File: src/rtl/ds_sample_feeder.sv
// Sample FIFO and pulse-rate pacer feeding the delta-sigma modulator input.
// One sample is released every rate_div+1 completed PWM pulses; underrun/overflow are sticky.
module ds_sample_feeder #(
    parameter int DEPTH    = 8,
    parameter int WIDTH    = 16,
    parameter int DIV_BITS = 8
) (
    input  logic                       clk,
    input  logic                       reset,
    input  logic                       wr_valid,
    input  logic [WIDTH-1:0]           wr_data,
    output logic                       wr_ready,
    input  logic                       flush,
    input  logic                       enable,
    input  logic                       pulse_done,
    input  logic [DIV_BITS-1:0]        rate_div,
    input  logic                       underrun_mode,
    input  logic                       clear_flags,
    output logic [WIDTH-1:0]           sample_out,
    output logic                       sample_strobe,
    output logic [$clog2(DEPTH):0]     level,
    output logic                       underrun_flag,
    output logic                       overflow_flag
);
    localparam int AW = $clog2(DEPTH);
    localparam logic [WIDTH-1:0] MIDSCALE = {1'b1, {(WIDTH-1){1'b0}}};

    logic [WIDTH-1:0]    mem [DEPTH];
    logic [AW:0]         wptr, rptr;
    logic [DIV_BITS-1:0] div_cnt;
    logic                full, empty, tick, push, pop, underrun, overflow;

    assign empty    = (wptr == rptr);
    assign full     = (wptr[AW] != rptr[AW]) && (wptr[AW-1:0] == rptr[AW-1:0]);
    assign level    = wptr - rptr;
    assign wr_ready = !full;

    assign tick     = enable && pulse_done && (div_cnt == '0);
    assign push     = wr_valid && !full && !flush;
    // A flush empties the FIFO this cycle, so a coincident tick must underrun.
    assign pop      = tick && !empty && !flush;
    assign underrun = tick && (empty || flush);
    assign overflow = wr_valid && full;

    always_ff @(posedge clk) begin
        if (push)
            mem[wptr[AW-1:0]] <= wr_data;
    end

    always_ff @(posedge clk) begin
        if (reset) begin
            wptr <= '0;
            rptr <= '0;
        end else begin
            if (push)
                wptr <= wptr + 1'b1;
            if (flush)
                rptr <= wptr;
            else if (pop)
                rptr <= rptr + 1'b1;
        end
    end

    always_ff @(posedge clk) begin
        if (reset)
            div_cnt <= '0;
        else if (!enable)
            div_cnt <= '0;
        else if (pulse_done)
            div_cnt <= (div_cnt == '0) ? rate_div : div_cnt - 1'b1;
    end

    always_ff @(posedge clk) begin
        if (reset) begin
            sample_out    <= MIDSCALE;
            sample_strobe <= 1'b0;
        end else begin
            sample_strobe <= tick;
            if (pop)
                sample_out <= mem[rptr[AW-1:0]];
            else if (underrun && underrun_mode)
                sample_out <= MIDSCALE;
        end
    end

    // Set events take priority over a same-cycle clear.
    always_ff @(posedge clk) begin
        if (reset) begin
            underrun_flag <= 1'b0;
            overflow_flag <= 1'b0;
        end else begin
            if (underrun)
                underrun_flag <= 1'b1;
            else if (clear_flags)
                underrun_flag <= 1'b0;
            if (overflow)
                overflow_flag <= 1'b1;
            else if (clear_flags)
                overflow_flag <= 1'b0;
        end
    end
endmodule

File: config.mk
export PLATFORM = sky130hd
export DESIGN_NAME = ds_sample_feeder
export DESIGN_NICKNAME = d
export VERILOG_FILES = /design/src/rtl/ds_sample_feeder.sv
export SDC_FILE = /design/constraint.sdc
export NUM_CORES = 1
export LEC_CHECK = 0
export CELL_PAD_IN_SITES_DETAIL_PLACEMENT = 1
export CELL_PAD_IN_SITES_GLOBAL_PLACEMENT = 2
export CORE_UTILIZATION = 46
export DETAILED_ROUTE_END_ITERATION = 10
export GPL_TIMING_DRIVEN = 0
export PLACE_DENSITY = 0.87
export SETUP_SLACK_MARGIN = 0.3
export SLEW_MARGIN = 5
export SYNTH_ARGS = -nofsm -noshare
export SYNTH_HDL_FRONTEND = slang
export SYNTH_SLANG_ARGS = --single-unit
File: constraint.sdc
create_clock -name clk -period 10.2 [get_ports clk]
set_clock_uncertainty 0.2 [all_clocks]
set_input_delay 1.53 -clock clk [delete_from_list [all_inputs] [get_ports clk]]
set_output_delay 1.53 -clock clk [all_outputs]
set_load 0.02 [all_outputs]
Word-level counts from Yosys, hierarchy flattened --
Memories as Yosys holds them, arrays and structs flattened. A register that Yosys moved wholly into a read port is not among the register bits. Index checks and enable logic that the tools add are counted.
Word-level totals: bits in writable memories 128, register bits after elaboration 35, memories 1
Operators by class: add/sub/neg operators 4, mux-type cells 12, bitwise logic cells 1, equality and inequality tests 3, reductions and logical operators 20
Memories:
- mem | words 8, width 16, read ports 1, clocked after memory_dff 1, write ports 1, RTL line 28 | logic [WIDTH-1:0] mem [DEPTH];
Operators by type and width (number):
- $mux 16 | 2
- $logic_and 1x1->1 | 10
- $add 4x1->4 const B | 2
- $logic_not 8->1 | 1
- $mux 4 | 2
- $mux 8 | 1
- $reduce_bool 2->1 | 4
- $sub 8x1->8 const B | 1
- $mux 3 | 2
- $mux 1 | 5
- $eq 4x4->1 | 1
- $sub 4x4->4 | 1
- $eq 3x3->1 | 1
- $logic_not 1->1 | 3
- $reduce_or 2->1 | 1
- $logic_or 1x1->1 | 1
- $ne 1x1->1 | 1
- $not 1->1 | 1

Longest topological paths before layout --
Gate-level depths: netlist of run 1.
depth in word-level cells 8, gate-level depth with buffers 8, depth with buffers taken out 6

Least setup slack after synthesis of run 1 --
OpenSTA, ideal clock, no wires.
path type input to register, start in wr_valid, end mem mem[0][0] (enable), path buffers 0, setup slack 6.025 ns, setup time 0.430 ns, arrival time 3.545 ns, stages 3, required time 9.570 ns, path through nor2b_1 > o21ai_1 > nor4_1
On the way: cells in the longest elaborated chain, start to end 4
Ends and longest elaborated chain:
- from (decl) | RTL line 10 | input logic wr_valid,
- $logic_and 1x1->1 (2 in a row) | RTL line 39 | assign push = wr_valid && !full && !flush;
- $mux 1 | RTL line 46 | if (push)
- $mux 1 (not written as such) | RTL line 47 | mem[wptr[AW-1:0]] <= wr_data;
- to (decl) | RTL line 28
No other way between the ends.

Final worst setup path of run 1 --
start reg wptr[0], end out level[2]
On the way: cells in the longest elaborated chain, start to end 1
Ends and longest elaborated chain:
- from (decl) | RTL line 29 | logic [AW:0] wptr, rptr;
- from (signal assigned) | RTL line 56 | wptr <= wptr + 1'b1;
- $sub 4x4->4 | RTL line 35 | assign level = wptr - rptr;
- to (decl) | RTL line 21 | output logic [$clog2(DEPTH):0] level,
No other way between the ends.

==> metrics.sh, run 1 <==
DIE_AREA_UM2=15200
END_KIND='primary output'
NUMBER_OF_MAXIMUM_CAPACITANCE_CONSTRAINT_VIOLATIONS=0
SLEW_VIOLATIONS=0
AREAGROWTHSYNTHTOFINISH_PCT=22.8
MAX_FREQ_MHz=237
FINAL.SETUP.TNS_PS=0
WORST_SETUP_PATH_STARTPOINT='wptr[0]'
FINAL-SETUP-VIOL-COUNT=0
MAX_STAGE_DELAY_PS=620
NUM_ROWS=43
MET1_USAGE_PCT=29.6
INITIAL_CORE_UTIL_PCT=47.9
BUFFER_PORTS.INSERTED=55
POWER_FRAC_SEQ_PCT=48.0
WORST_PIN_SLEW_PS=882
GRT_USE_TOTAL_PCT=23.7
MAX_SLEW_MARGIN_PCT=41.1
WORSTSKEWPAIRLATENCY_PS=420
WORSTHOLDPATHTYPE='reg2reg'
SLOWEST_STAGE='clkdlybuf4s50_1'
SYNTH-SEQ-CELLS=166
CTS_TREE='built'
NUMBER_OF_PRIMARY_I_O_PINS=56
NETLIST.AREA_LEADER.SHARE_PCT=56.7
SYNTHCELLS=425
SHARE_COMB_OF_TOTAL_POWER_PCT=10.3
ANTENNA_FOUND_INITIAL=0
WL_PER_CELL_UM=23.6
CELLLEAKAGEPOWER_nW=2.72
CTS.SINK_COUNT=166
STD_CELL_CORE_AREA_UM2=14100
LAYOUT_MIN_CYCLE_TIME_PS=4230
SYNTHMOSTINSTANTIATEDCELL='edfxtp_1'
NUMCTSBUFFERS=17
FINAL.PERIOD_UTILIZATION_PCT=41.4
SYNTH.YOSYS.WARNINGS=0
GLOBALROUTE.BUSIESTLAYER='met2'
SYNTH.AVG_CELL_AREA_UM2=15.9
POST_CTS_HOLD_BUFFER_COUNT=0
SYNTH.LIB_CELLS_USED.DISTINCT=54
OUTCOME='completed'
CRITPATHKIND='reg2out'
CLOCK-ROOT-BUFFER='clkbuf_16'
MAXIMUM_NUMBER_OF_PINS_ON_ONE_NET_BEFORE_GLOBAL_ROUTE_REPAIR=17
MOST_AREA_CONSUMING_CELLS_AFTER_SYNTHESIS='edfxtp_1 (57%), dfxtp_1 (11%), mux4_2 (10%), mux2_2 (2.7%), a21oi_1 (2.1%)'
FRACTION_OF_LAYOUT_INSTANCES_USING_A_DRIVE_STRENGTH_ABOVE_1_PCT=21.0
VDD.IR_DROP.WORST_uV=142
TOTAL_SWITCHING_POWER_W=0.000352
DP.FINAL_HPWL_MM=11.3
DETAIL_ROUTE.VIAS_PER_CELL=5.77
SYNTH_FLOP_CELL='edfxtp_1'
HP-START='underrun_flag'
POST_CTS.RESIZED_INSTANCES=0
CP_CELL_SEQUENCE='inv_1 > ha_1 > fa_1 > xnor2_1 > clkdlybuf4s50_1'
FINAL_NET_COUNT=551
SYN-NUM-NETS=464
WORSTPATHREQUIRED_PS=8470
DIE_HEIGHT_UM=123
CLK_PIN_SLEW_PS=60
N_ANTENNA_CELL=0
INTERNAL_POWER_W=0.00121
DRT_ITER0_MARKERS=236
POWER.DENSITY_CELL_AREA_nW_PER_UM2=188
CTS_SETUP_BUFFERS=0
GRT.OVERFLOW.TOTAL=0
HOLDWS_PS=281
RSZ_0062_RAISED_AFTER_GLOBAL_ROUTING='false'
SYNTH_EDF_COUNT=128
SEQUENTIAL_ELEMENT_SHARE_OF_THE_SYNTHESIZED_AREA_PCT=67.9
DIE_X_UM=123
CLOCKPOWERSHARE_PCT=41.7
CTSLONGESTPATHBUFFERS=2
SYNTHARSTFLOPSHARE_PCT=0
WORST_R2R_STARTPOINT='wptr[0]'
MULTIINPUTGATEAREA_UM2=2020
TOTAL_WIRE_LENGTH_MM=16.6
FILLCELLCOUNT=1330
VIAS=4066
SYN-CELL-AREA_UM2=6780
WORSTPATHARRIVAL_PS=2500
GP_CONGESTION=0.817
POSTROUTEANTENNANETS=0
SYNTHDOMINANTAREACELLTYPE='edfxtp_1'
FIRST_PASS_ITERS=4
SETUP.WORST_PATH.START_CLASS='flop'
GRT_FIRST_PASS_WIRELENGTH_MM=24.9
TIMING.FINAL.HOLD_VIOLATIONS=0
TOP_CELL_TYPES_BY_OCCURRENCE_AFTER_SYNTHESIS='edfxtp_1 (128), dfxtp_1 (38), mux4_2 (30), a21oi_1 (28), nand3_1 (21)'
USE_MET3_PCT=5.30
MET2_USAGE_PCT=40.1
CRITICAL_PATH_PEAK_FANOUT=8
CLOCK_TREE.HTREE_LEVEL_COUNT=4
DRT_DRC_VIOLATIONS_LEFT=0
FIRST_GLOBAL_VIAS=4376
SWITCHING_SHARE_PCT=22.5
LAYOUT.AREA.SEQ_UM2=4600
## worst paths after layout
path	to	slack (ps)	depth (start not counted)
min reg2reg	underrun_flag	280	2
max	level[2]	5970	5
max reg2reg	mem[3][2]	7180	7
min	underrun_flag	280	2
## layer usage
layer,up-vias,part of all wire (%)
met1,2105,42
met2,98,53
met5,-,0
li1,1849,-
met4,0,1.0
met3,14,4.2
## worst max-delay path: cells and delay by family (launching register included)
kind	cells	cell delay, ps
buffers and inverters	2	780
DFF	1	500
adders and majority gates	2	650
xor gates and xnor gates	1	150
## state kept, by name (all words and copies together), names as in the netlist, named ones only
name           count
sample_out        16
underrun_flag      1
sample_strobe      1
overflow_flag      1
rptr               4
mem              128
div_cnt            8
wptr               4
## layout make-up
type                       count  share of cell area (%)
timing repair buffer          68                    8.33
sequential                   166                    55.3
buffer                        22                    1.50
clock buffer                  24                    5.67
multi-input combinational    222                    24.3
tap                          180                    2.71
inverter                      15                   0.676
clock inverter                 8                    1.49
## per-stage QoR
stage / utilization [%] / total power (W) / setup WS, ps / area (um2) / cells
2_1_floorplan: - / 0.000858 / 6020 / 6780 / 425
3_3_place_gp: 53.4 / 0.000915 / 3620 / 7550 / 660
3_5_place_dp: 54.6 / 0.000924 / 6000 / 7730 / 673
4_1_cts: 58.8 / 0.00157 / 5940 / 8320 / 705
5_1_grt: 58.8 / 0.00161 / 5850 / 8320 / 705
6_report: 58.8 / 0.00156 / 5970 / 8320 / 705
## power groups by stage
stage          sequential [W]  combinational [W]  clock (W)
3_5_place_dp         0.000764           0.000159          0
2_1_floorplan        0.000765          0.0000929          0
6_report             0.000750           0.000161   0.000651
4_1_cts              0.000750           0.000162   0.000662
3_3_place_gp         0.000764           0.000151          0
5_1_grt              0.000751           0.000172   0.000688
## kinds of logic (layout without fill, tap and decap cells)
family / count (synthesis) / count (layout) / synth area share, %
muxes: 51 / 51 / 13.4
DFF: 166 / 166 / 67.9
xor gates and xnor gates: 7 / 7 / 0.905
buffers and inverters: 37 / 137 / 2.68
AOI/OAI and AO/OA: 78 / 78 / 7.48
adders and majority gates: 7 / 7 / 1.40
and+or+nand+nor: 79 / 79 / 6.24
## placed cells by master, fill, tap and decap left out, types with 3 or more instances in the layout
cell | netlist | final
o211ai_1 | 3 | 3
clkbuf_1 | 10 | 15
nand2_1 | 11 | 11
mux2_2 | 16 | 16
xnor2_1 | 6 | 6
buf_2 | 4 | 4
bufinv_16 | 0 | 3
a31oi_1 | 3 | 3
inv_1 | 15 | 15
nand3_1 | 21 | 21
mux2i_1 | 5 | 5
nor2b_1 | 5 | 5
mux4_2 | 30 | 30
dfxtp_1 | 38 | 38
nor3_2 | 0 | 4
buf_6 | 4 | 8
o21ai_1 | 4 | 4
ha_1 | 6 | 6
buf_8 | 0 | 4
o21ai_0 | 19 | 19
a21oi_1 | 28 | 28
edfxtp_1 | 128 | 128
clkdlybuf4s50_1 | 0 | 55
buf_4 | 2 | 7
nor2_1 | 17 | 15
clkbuf_16 | 0 | 17
Note: power is estimated with default switching activity, not from simulation.
==> inputs of run 2 (changes only) <==
Settings changed: CORE_UTILIZATION 46 to 38, PLACE_DENSITY 0.87 to 0.77.
Clock period 10.2 ns to 3.5 ns, I/O delays scaled along.
==> metrics.sh, run 2 (synthesized netlist as in run 1, its figures left out) <==
FINAL-SETUP-VIOL-COUNT=0  # unchanged
WORSTSETUPENDPOINT='level[1]'
CLOCK_TREE.HTREE_LEVEL_COUNT=4  # unchanged
SLOWEST_STAGE='clkdlybuf4s50_1'
MAXIMUM_NUMBER_OF_PINS_ON_ONE_NET_BEFORE_GLOBAL_ROUTE_REPAIR=17  # unchanged
LAYOUT.CELLS.NON_FILLER=748  # +6.1%
GRT_FIRST_PASS_WIRELENGTH_MM=25.4  # +1.9%
OUTCOME='completed'
VDD.IR_DROP.WORST_uV=406  # +190%
LAYOUT_MIN_CYCLE_TIME_PS=3050
MULTIINPUTGATEAREA_UM2=2030  # +0.43%
SLEW_VIOLATIONS=0  # unchanged
END_KIND='primary output'
BUFFER_PORTS.INSERTED=55  # unchanged
WORST_R2R_STARTPOINT='wptr[2]'
N_ANTENNA_CELL=0  # unchanged
TIMING.CRITICAL_PATH.MODE_CELL='inv_1'
FIRST_PASS_ITERS=5  # +1
WORSTPATHARRIVAL_PS=2330  # -170 ps
CRITICAL_PATH_PEAK_FANOUT=8  # unchanged
WL_PER_CELL_UM=21.9  # -7.3%
RSZ_0062_RAISED_AFTER_GLOBAL_ROUTING='false'
R2R_ENDPOINT='mem[2][14]'
ANTENNA_FOUND_INITIAL=0  # unchanged
GRT_USE_TOTAL_PCT=19.4  # -4.4 points
FINAL_NET_COUNT=549  # -0.36%
CRITPATHKIND='reg2out'
FRACTION_OF_LAYOUT_INSTANCES_USING_A_DRIVE_STRENGTH_ABOVE_1_PCT=21.8  # +0.84 points
POST_CTS_HOLD_BUFFER_COUNT=0  # unchanged
CTS_SETUP_BUFFERS=0  # unchanged
TOTAL_WIRE_LENGTH_MM=16.4  # -1.7%
REGTOREGSETUPSLACK_PS=490  # -6690 ps
CTSLONGESTPATHBUFFERS=2  # unchanged
CP_CELL_SEQUENCE='inv_1 > ha_1 > fa_1 > inv_1 > clkdlybuf4s50_1'
MAX_SLEW_MARGIN_PCT=38.5  # -2.6 points
DRT_DRC_VIOLATIONS_LEFT=0  # unchanged
POST_CTS.RESIZED_INSTANCES=1  # +1
VIAS=4074  # +0.20%
DIE_X_UM=136  # +9.9%
TIMING.FINAL.HOLD_VIOLATIONS=0  # unchanged
NUMCTSBUFFERS=17  # unchanged
WORSTPATHREQUIRED_PS=2770  # -5700 ps
MOST-COMMON-LAYOUT-CELLS='edfxtp_1 (128), clkdlybuf4s50_1 (54), dfxtp_1 (36)'
FIRST_GLOBAL_VIAS=4352  # -0.55%
POSTROUTEANTENNANETS=0  # unchanged
FILLCELLCOUNT=1678  # +26%
DIE_HEIGHT_UM=136  # +9.9%
CTS_TREE='built'
POWER.DENSITY_CELL_AREA_nW_PER_UM2=538  # +190%
DIE_AREA_UM2=18400  # +21%
CLOCK-ROOT-BUFFER='clkbuf_16'
GP_CONGESTION=0.786  # -3.9%
NUMBER_OF_PRIMARY_I_O_PINS=56  # unchanged
CTS.SINK_COUNT=166  # unchanged
WORSTHOLDPATHTYPE='reg2reg'
NUM_ROWS=48  # +12%
PLACEDCELLCOUNT=716  # +6.4%
FINAL.SETUP.TNS_PS=0  # unchanged
CELLLEAKAGEPOWER_nW=2.74  # +0.62%
MAX_FREQ_MHz=328
FLIP_FLOP_COUNT_OF_THE_LARGEST_REGISTER_AFTER_LAYOUT=128  # unchanged
LAYOUT_COMMONEST_CELL='edfxtp_1'
DRT_ITER0_MARKERS=221  # -6.4%
MAX_STAGE_DELAY_PS=590  # -30 ps
R2R_CELLS=6  # -1
NUMBER_OF_MAXIMUM_CAPACITANCE_CONSTRAINT_VIOLATIONS=0  # unchanged
CLK_PIN_SLEW_PS=70  # about the same
DETAIL_ROUTE.VIAS_PER_CELL=5.45  # -5.6%
WORST_PIN_SLEW_PS=922  # +39.5 ps
WORSTSKEWPAIRLATENCY_PS=430  # about the same
DP.FINAL_HPWL_MM=11.2  # -0.39%
STD_CELL_CORE_AREA_UM2=17400  # +23%
WORST_SETUP_PATH_STARTPOINT='wptr[0]'
AREAGROWTHSYNTHTOFINISH_PCT=23.9
FINAL.PERIOD_UTILIZATION_PCT=87.2
INITIAL_CORE_UTIL_PCT=39.0  # -8.9 points
SETUP.WORST_PATH.START_CLASS='flop'
LAYOUT.AREA.SEQ_UM2=4610  # about the same
GRT.OVERFLOW.TOTAL=0  # unchanged
FINAL_UTIL_PCT=48.4  # -10 points
[run 2: changes by cell type in the layout (fill, tap and decap cells not counted), moves of 2 or more]
| cell | delta |
|---|---|
| buf_4 | -5 |
| buf_6 | +4 |
| clkbuf_1 | -4 |
| clkinv_4 | +4 |
| buf_8 | -2 |
| dfxtp_1 | -2 |
| dfxtp_2 | +2 |
| inv_8 | +2 |
[run 2: layer usage]
metal	up-vias	wire (um)	track usage [%]
met5	-	0	0
met2	108	8180	32.1
li1	1843	-	-
met1	2101	7220	25.3
met4	0	215	6.24
met3	22	755	4.23
[run 2: per-stage QoR]
stage / worst slack [ps] / area (um2) / hold WS [ps] / total power [W]
after detailed placement: 252 / 7800 / 275 / 0.00270
after floorplan: 350 / 6780 / 276 / 0.00250
after global placement: -1330 / 7620 / 264 / 0.00267
after CTS: 310 / 8390 / 284 / 0.00456
after global routing: 302 / 8390 / 301 / 0.00466
final: 447 / 8390 / 281 / 0.00452
[run 2: worst min-delay path by stage]
stage,endpoint,from,slack [ps],depth (start not counted)
after CTS,sample_out[4],sample_out[4],280,2
after floorplan,div_cnt[4],div_cnt[4],280,2
after global placement,sample_out[8],sample_out[8],260,2
after detailed placement,sample_out[4],sample_out[4],270,2
final,sample_out[4],sample_out[4],280,2
after global routing,sample_out[5],sample_out[5],300,2
[run 2: critical path, delay by kind of cell, from the launching register on]
family	cells	cell delay, ps
buffers and inverters	3	780
adders and majority gates	2	680
DFF	1	440
[run 2: cell type report]
type,count,share of cell area [%]
Multi-Input combinational cell,222,24.2
Inverter,15,0.671
Sequential cell,166,54.9
Buffer,22,1.49
Tap cell,225,3.35
Clock inverter,13,1.77
Clock buffer,19,5.28
Timing Repair Buffer,66,8.35
[run 2: where the power goes]
group | switching (W) | total, W | internal, W | leakage, nW
Combinational | 0.000261 | 0.000465 | 0.000204 | 0.981
Sequential | 0.0000267 | 0.00219 | 0.00216 | 1.47
Clock | 0.000788 | 0.00187 | 0.00108 | 0.291
